===== src/rtl/updown_count.sv =====
// updown_count: free-running, wrapping up/down binary counter with a
// terminal-count flag.
//
// Ports
//   clk  - sole clock; the count register updates on the rising edge
//   rst  - synchronous active-high reset; loads val=0 and has priority over counting
//   crt  - direction: 1 = count up, 0 = count down, sampled every edge
//   val  - count value, WIDTH bits, driven straight from the register
//   tc   - terminal count; high when the next non-reset edge wraps val
//
// The arithmetic is modulo 2^WIDTH. The carry or borrow is dropped, so the
// count wraps and never saturates. There is no enable input, so every edge
// without reset moves the count.
module updown_count #(
   parameter int WIDTH = 8
) (
   input  logic             clk,
   input  logic             rst,
   input  logic             crt,
   output logic [WIDTH-1:0] val,
   output logic             tc
);

   localparam logic [WIDTH-1:0] VAL_MAX = '1;
   localparam logic [WIDTH-1:0] VAL_ONE = WIDTH'(1);

   logic [WIDTH-1:0] val_q;

   always_ff @(posedge clk) begin
      if (rst) begin
         val_q <= '0;
      end else if (crt) begin
         val_q <= val_q + VAL_ONE;
      end else begin
         val_q <= val_q - VAL_ONE;
      end
   end

   assign val = val_q;

   // tc follows crt directly and is not gated by rst. A parent that asserts
   // reset will still see val return to 0 on that edge.
   always_comb begin
      tc = 1'b0;
      if (crt) begin
         tc = (val_q == VAL_MAX);
      end else begin
         tc = (val_q == '0);
      end
   end

endmodule


===== config.mk =====
export PLATFORM = sky130hd
export DESIGN_NAME = updown_count
export DESIGN_NICKNAME = d
export VERILOG_FILES = /design/src/rtl/updown_count.sv
export SDC_FILE = /design/constraint.sdc
export NUM_CORES = 1
export LEC_CHECK = 0
export CORE_MARGIN = 8
export CORE_UTILIZATION = 35
export CTS_BUF_LIST = sky130_fd_sc_hd__clkbuf_8
export DETAILED_ROUTE_END_ITERATION = 8
export PLACE_DENSITY = 0.63
export SYNTH_ARGS = -nofsm -noshare
export SYNTH_HDL_FRONTEND = slang
export SYNTH_SLANG_ARGS = --single-unit

===== constraint.sdc =====
create_clock -name clk -period 3.9 [get_ports clk]
set_input_delay 0.78 -clock clk [delete_from_list [all_inputs] [get_ports clk]]
set_output_delay 0.78 -clock clk [all_outputs]
set_load 0.05 [all_outputs]

==> results of run 1 <==
## routing by layer
metal	routed length, um	up-vias	share of wire
met1	636	221	0.52
met2	490	10	0.40
li1	-	257	-
met4	41	0	0.034
met3	50	4	0.041
met5	0	-	0
## path summary, 6_finish.rpt
check	start	end	depth (start not counted)
max reg2reg	val[4]$_SDFF_PP0_	val[7]$_SDFF_PP0_	5
min reg2reg	val[0]$_SDFF_PP0_	val[0]$_SDFF_PP0_	1
max	crt	tc	5
min	val[0]$_SDFF_PP0_	val[0]$_SDFF_PP0_	1
## power by group through the flow
stage	sequential (mW)	clock (mW)	combinational, mW
CTS	0.138	0.103	0.304
detailed placement	0.139	0	0.303
floorplan	0.218	0	0.141
finish	0.138	0.100	0.304
global route	0.143	0.107	0.328
global placement	0.138	0	0.302
## metrics by stage
step / cells / utilization / power, mW / setup slack, ns / hold slack, ns
after CTS: 90 / 0.478 / 0.545 / 0.635 / 0.550
after global routing: 90 / 0.478 / 0.578 / 0.549 / 0.567
after floorplan: 61 / - / 0.359 / 1.05 / 0.705
after global placement: 87 / 0.450 / 0.440 / 0.683 / 0.524
after detailed placement: 87 / 0.450 / 0.442 / 0.641 / 0.540
final: 90 / 0.478 / 0.542 / 0.645 / 0.540
## cell families (layout without fill, tap and decap cells)
kind of cell / after synthesis / after routing / share of synthesized area
AOI/OAI and AO/OA: 16 / 16 / 0.207
xor gates and xnor gates: 3 / 3 / 0.0487
adders and majority gates: 7 / 7 / 0.176
buffers and inverters: 2 / 15 / 0.0209
DFF: 8 / 8 / 0.297
and+or+nand+nor: 25 / 25 / 0.251
## cell usage after synthesis, drive strengths merged (2+ instances only)
cell and instances:
a21o 5, nor3 3, xor2 2, ha 6
a211oi 2, nand3 4, dfxtp 8, nand4 2
a21oi 4, o21ai 2, nor2 7
## worst reg2reg max path, delay by kind of cell (launching register included)
kind	cells	cell delay (ns)
fa+ha+maj	1	0.33
compound gates	3	0.58
flops	1	0.40
simple gates	1	0.36
## area by class of cell
cell class	count	area share
inverter	1	0.00534
multi-input combinational	51	0.523
timing repair buffer	11	0.157
sequential	8	0.228
tap	16	0.0285
clock buffer	3	0.0587
==> impl_metrics.csv, run 1 <==
group,metric,value,unit
logic_synthesis,synthCells,61,
hold_path,hold_class,"reg -> reg",
sta,slew_viol_final,0,
layout,n_antenna_cell,0,
grt,grt_busiest_layer,"met2",
place,dp_hpwl,925,um
clock_network,clk_latency,0.23,ns
power_and_ir_drop,p_int,294,uW
sta,worstMarginPinSlew,0.497,ns
worst_setup_path,r2r_slack,2.16,ns
flow_run,drv_cap,0,
worst_setup_path,cp_top_family,"buffers and inverters",
clock_network,cts_hold_buf,0,
logic_synthesis,synth_cell_types,28,
route,drtIter0Drc,9,
clock_network,cts_max_level,1,
power_and_ir_drop,powerDensity,771,nW/um^2
clock_network,cts_buffers,3,
worst_setup_path,crit_arrival,2.48,ns
power_and_ir_drop,power_switching,248,uW
place,dpl_cell_area,662,um^2
layout,final_common_cell,"clkdlybuf4s50_1",
worst_setup_path,cp_max_fo,4,
worst_setup_path,crit_path_end_kind,"output port",
logic_synthesis,async_flop_share,0,
worst_setup_path,timing.critical_path.buf_inv,2,
clock_network,ctsRootBufferMaster,"clkbuf_8",
worst_setup_path,start_kind,"primary input",
layout,area_growth,30.4,%
power_and_ir_drop,vdd_drop_max,0.310,mV
route,first_pass_iters,4,
sta,fin_setup_tns,0,ns
route,avgViaCountPerCell,5.47,
route,antenna_left,0,
grt,grt_overflow_total,0,
clock_network,cts_tree,"built",
clock_network,ctsResizeCount,0,
die,die_w,55.3,um
grt,grt_use_met2,0.117,
logic_synthesis,synth_top_cell_by_area,"dfxtp_1",
die,rows,14,
power_and_ir_drop,leakagePower,0.296,nW
sta,fmax,307,MHz
logic_synthesis,synth-edff-count,0,
power_and_ir_drop,pwr-share-clk,0.185,
clock_network,clkSlewWorstSetupHoldPaths,0.04,ns
layout,multiInputGateArea,368,um^2
sta,period_needed,3.26,ns
route,drc,0,
route,routed_wl,1220,um
power_and_ir_drop,pwr-share-comb,0.561,
layout,finalNetCount,86,
power_and_ir_drop,seqPwrFrac,0.254,
logic_synthesis,syn_avg_cell_area,8.84,um^2
layout,drive_above_1_share,0.0676,
place,port_buffers,11,
layout,fillers,147,
die,io_pins,12,
logic_synthesis,synthesis.nets,71,
grt,grt_pass1_wl,2130,um
grt,grt_start_max_net_pins,12,
die,die_h,55.3,um
route,num_vias,492,
grt,antenna_found_initial,0,
run_status,status,"finished, final reports clean",
grt,met1_usage,0.103,
logic_synthesis,ys_ff_latch,8,
sta,rsz0062_at_grt,"false",
layout,mostFrequentLayoutCells,"clkdlybuf4s50_1 (11), dfxtp_1 (8), nor2_1 (7), ha_1 (6), a21o_1 (5)",
worst_setup_path,required,3.12,ns
worst_setup_path,cp_cell_sequence,"clkdlybuf4s50_1, nor3_1, nand3_1, o31ai_1, clkdlybuf4s50_1",
worst_setup_path,crit_type,"in -> out",
power_and_ir_drop,switching_share,0.458,
route,avgRoutedWirePerCell,13.5,um
sta,finalCritPeriodShare,0.835,
die,dieArea,3050,um^2
grt,grt_usage,0.0832,
layout,final_area,703,um^2
logic_synthesis,synth_warnings,0,
layout,final-seq-area,160,um^2
worst_setup_path,crit_top_cell,"clkdlybuf4s50_1",
sta,fin_skew,0.000416,ns
sta,setup_viol,0,
logic_synthesis,synth_flop_cell,"dfxtp_1",
sta,max-slew-margin-rel,0.667,
die,initial_core_util,0.366,
clock_network,cts_setup_buffers,0,
layout,largest_register_ffs,8,
logic_synthesis,synthTopCellsByArea,"dfxtp_1 (30%), ha_1 (14%), a21o_1 (7.0%), nor2_1 (4.9%), a21oi_1 (3.7%)",
logic_synthesis,synth_top_area_frac,0.297,
logic_synthesis,mappedNetlistArea,539,um^2
place,place_congestion,0.714,
die,core-area,1470,um^2
clock_network,cts_buffer_depth,2,
sta,hold_viol,0,
logic_synthesis,ys_seq_area_frac,0.297,
worst_setup_path,crit_path_max_incr_delay,0.84,ns
worst_setup_path,cp_slowest_cell,"clkdlybuf4s50_1",
grt,grt.met3_usage,0.0160,
grt,grt_pass1_vias,471,
clock_network,clock_sinks,8,
(Power assumes the default switching activity.)
==> inputs of run 2 (changes only) <==
--- a/config.mk
+++ b/config.mk
@@ -9,7 +9,7 @@
 export CORE_UTILIZATION = 35
 export CTS_BUF_LIST = sky130_fd_sc_hd__clkbuf_8
 export DETAILED_ROUTE_END_ITERATION = 8
-export PLACE_DENSITY = 0.63
+export PLACE_DENSITY = 0.65
 export SYNTH_ARGS = -nofsm -noshare
 export SYNTH_HDL_FRONTEND = slang
 export SYNTH_SLANG_ARGS = --single-unit
==> constraint.sdc (replaced) <==
create_clock -name clk -period 2.65 [get_ports clk]
set_input_delay 0.53 -clock clk [delete_from_list [all_inputs] [get_ports clk]]
set_output_delay 0.53 -clock clk [all_outputs]
set_load 0.05 [all_outputs]
==> impl_metrics.csv, run 2 (same netlist as run 1, synthesis figures left out) <==
group,metric,value,unit
sta,layout_setup_ws,0.371,ns
sta,slew_viol_final,0,
worst_setup_path,crit_arrival,1.75,ns
route,num_vias,510,
worst_setup_path,cp_cell_sequence,"clkdlybuf4s50_1, buf_4, nand3_1, o31ai_1, buf_12",
layout,fillers,148,
place,dp_cells,89,
grt,antenna_found_initial,0,
die,die_h,55.3,um
route,drtIter0Drc,3,
die,initial_core_util,0.366,
die,die_w,55.3,um
route,routed_wl,1240,um
route,avgViaCountPerCell,5.54,
worst_setup_path,crit_type,"in -> out",
hold_path,holdPathStages,1,
place,place_congestion,0.821,
die,rows,14,
place,dpl_cell_area,687,um^2
worst_setup_path,cp_max_fo,3,
clock_network,cts_buffer_depth,2,
layout,area_growth,35.0,%
layout,mostFrequentLayoutCells,"clkdlybuf4s50_1 (10), dfxtp_1 (8), nor2_1 (7), ha_1 (6), a21o_1 (5)",
clock_network,cts_buffers,3,
worst_setup_path,crit_path_max_incr_delay,0.48,ns
worst_setup_path,r2r_slack,0.98,ns
clock_network,cts_max_level,1,
route,first_pass_iters,4,
clock_network,clock_sinks,8,
grt,grt_pass1_vias,541,
run_status,status,"finished, final reports clean",
grt,grt_start_max_net_pins,12,
place,port_buffers,11,
sta,period_needed,2.28,ns
layout,largest_register_ffs,8,
grt,grt_pass1_wl,2300,um
power_and_ir_drop,vdd_drop_max,0.352,mV
sta,hold_viol,0,
sta,setup_viol,0,
sta,fin_skew,0.000833,ns
sta,fmax,439,MHz
worst_setup_path,cp_slowest_cell,"clkdlybuf4s50_1",
worst_setup_path,cp_top_family,"buffers and inverters",
worst_setup_path,required,2.12,ns
route,antenna_left,0,
worst_setup_path,start_kind,"primary input",
worst_setup_path,crit_path_end_kind,"output port",
sta,rsz0062_at_grt,"false",
layout,drive_above_1_share,0.105,
place,pre_cts_ws,0.122,ns
grt,grt_overflow_total,0,
route,drc,0,
worst_setup_path,worstRegToRegCells,5,
power_and_ir_drop,power,811,uW
route,avgRoutedWirePerCell,13.5,um
die,core-area,1470,um^2
layout,finalNetCount,88,
clock_network,ctsRootBufferMaster,"clkbuf_8",
sta,worstMarginPinSlew,0.499,ns
clock_network,cts_setup_buffers,0,
sta,max-slew-margin-rel,0.666,
worst_setup_path,crit_cells,5,
power_and_ir_drop,powerDensity,1110,nW/um^2
grt,grt_usage,0.0902,
layout,final_area,728,um^2
clock_network,cts_tree,"built",
die,dieArea,3050,um^2
hold_path,hold_class,"reg -> reg",
sta,finalCritPeriodShare,0.860,
layout,final_cells,92,
sta,fin_setup_tns,0,ns
clock_network,clk_latency,0.23,ns
clock_network,cts_hold_buf,0,
layout,final_common_cell,"clkdlybuf4s50_1",
place,dp_hpwl,988,um
sta,whs,0.544,ns
power_and_ir_drop,leakagePower,0.311,nW
flow_run,drv_cap,0,
clock_network,ctsResizeCount,0,
die,io_pins,12,
worst_setup_path,timing.critical_path.buf_inv,3,
clock_network,clkSlewWorstSetupHoldPaths,0.04,ns
layout,n_antenna_cell,0,
layout,fin_util,0.495,
[run 2: cell types whose count changed in the layout (fill, tap and decap cells not counted), sizes merged]
cell / change
buf: +3
clkdlybuf4s50: -1
[run 2: area by class of cell]
class	instances	area, um^2	area share
tap	16	20.0	0.0275
clock buffer	3	41.3	0.0567
multi-input combinational	51	368	0.505
sequential	8	160	0.220
inverter	1	3.75	0.00515
timing repair buffer	13	135	0.186
[run 2: worst register-to-register path, delay by kind of cell (launching register included)]
family                   cells  cell delay, ns
AND/OR/NAND/NOR              2            0.59
flip-flops                   1            0.40
AO/OA/AOI/OAI                2            0.33
adder cells (fa/ha/maj)      1            0.28
[run 2: power by group]
group	leakage [nW]	internal [mW]	switching (mW)
Combinational	0.222	0.188	0.275
Sequential	0.0668	0.158	0.0432
Clock	0.0216	0.0984	0.0479
[run 2: path summary, 6_finish.rpt]
path,from,endpoint
max,crt,tc
min,val[0]$_SDFF_PP0_,val[0]$_SDFF_PP0_
max reg2reg,val[1]$_SDFF_PP0_,val[5]$_SDFF_PP0_
min reg2reg,val[0]$_SDFF_PP0_,val[0]$_SDFF_PP0_
[run 2: layer usage]
layer | GRT usage | share of wire | vias to the layer above
met4 | 0.0739 | 0.022 | 0
met5 | 0 | 0 | -
met3 | 0.0297 | 0.052 | 3
li1 | - | - | 259
met2 | 0.138 | 0.44 | 15
met1 | 0.0987 | 0.48 | 233
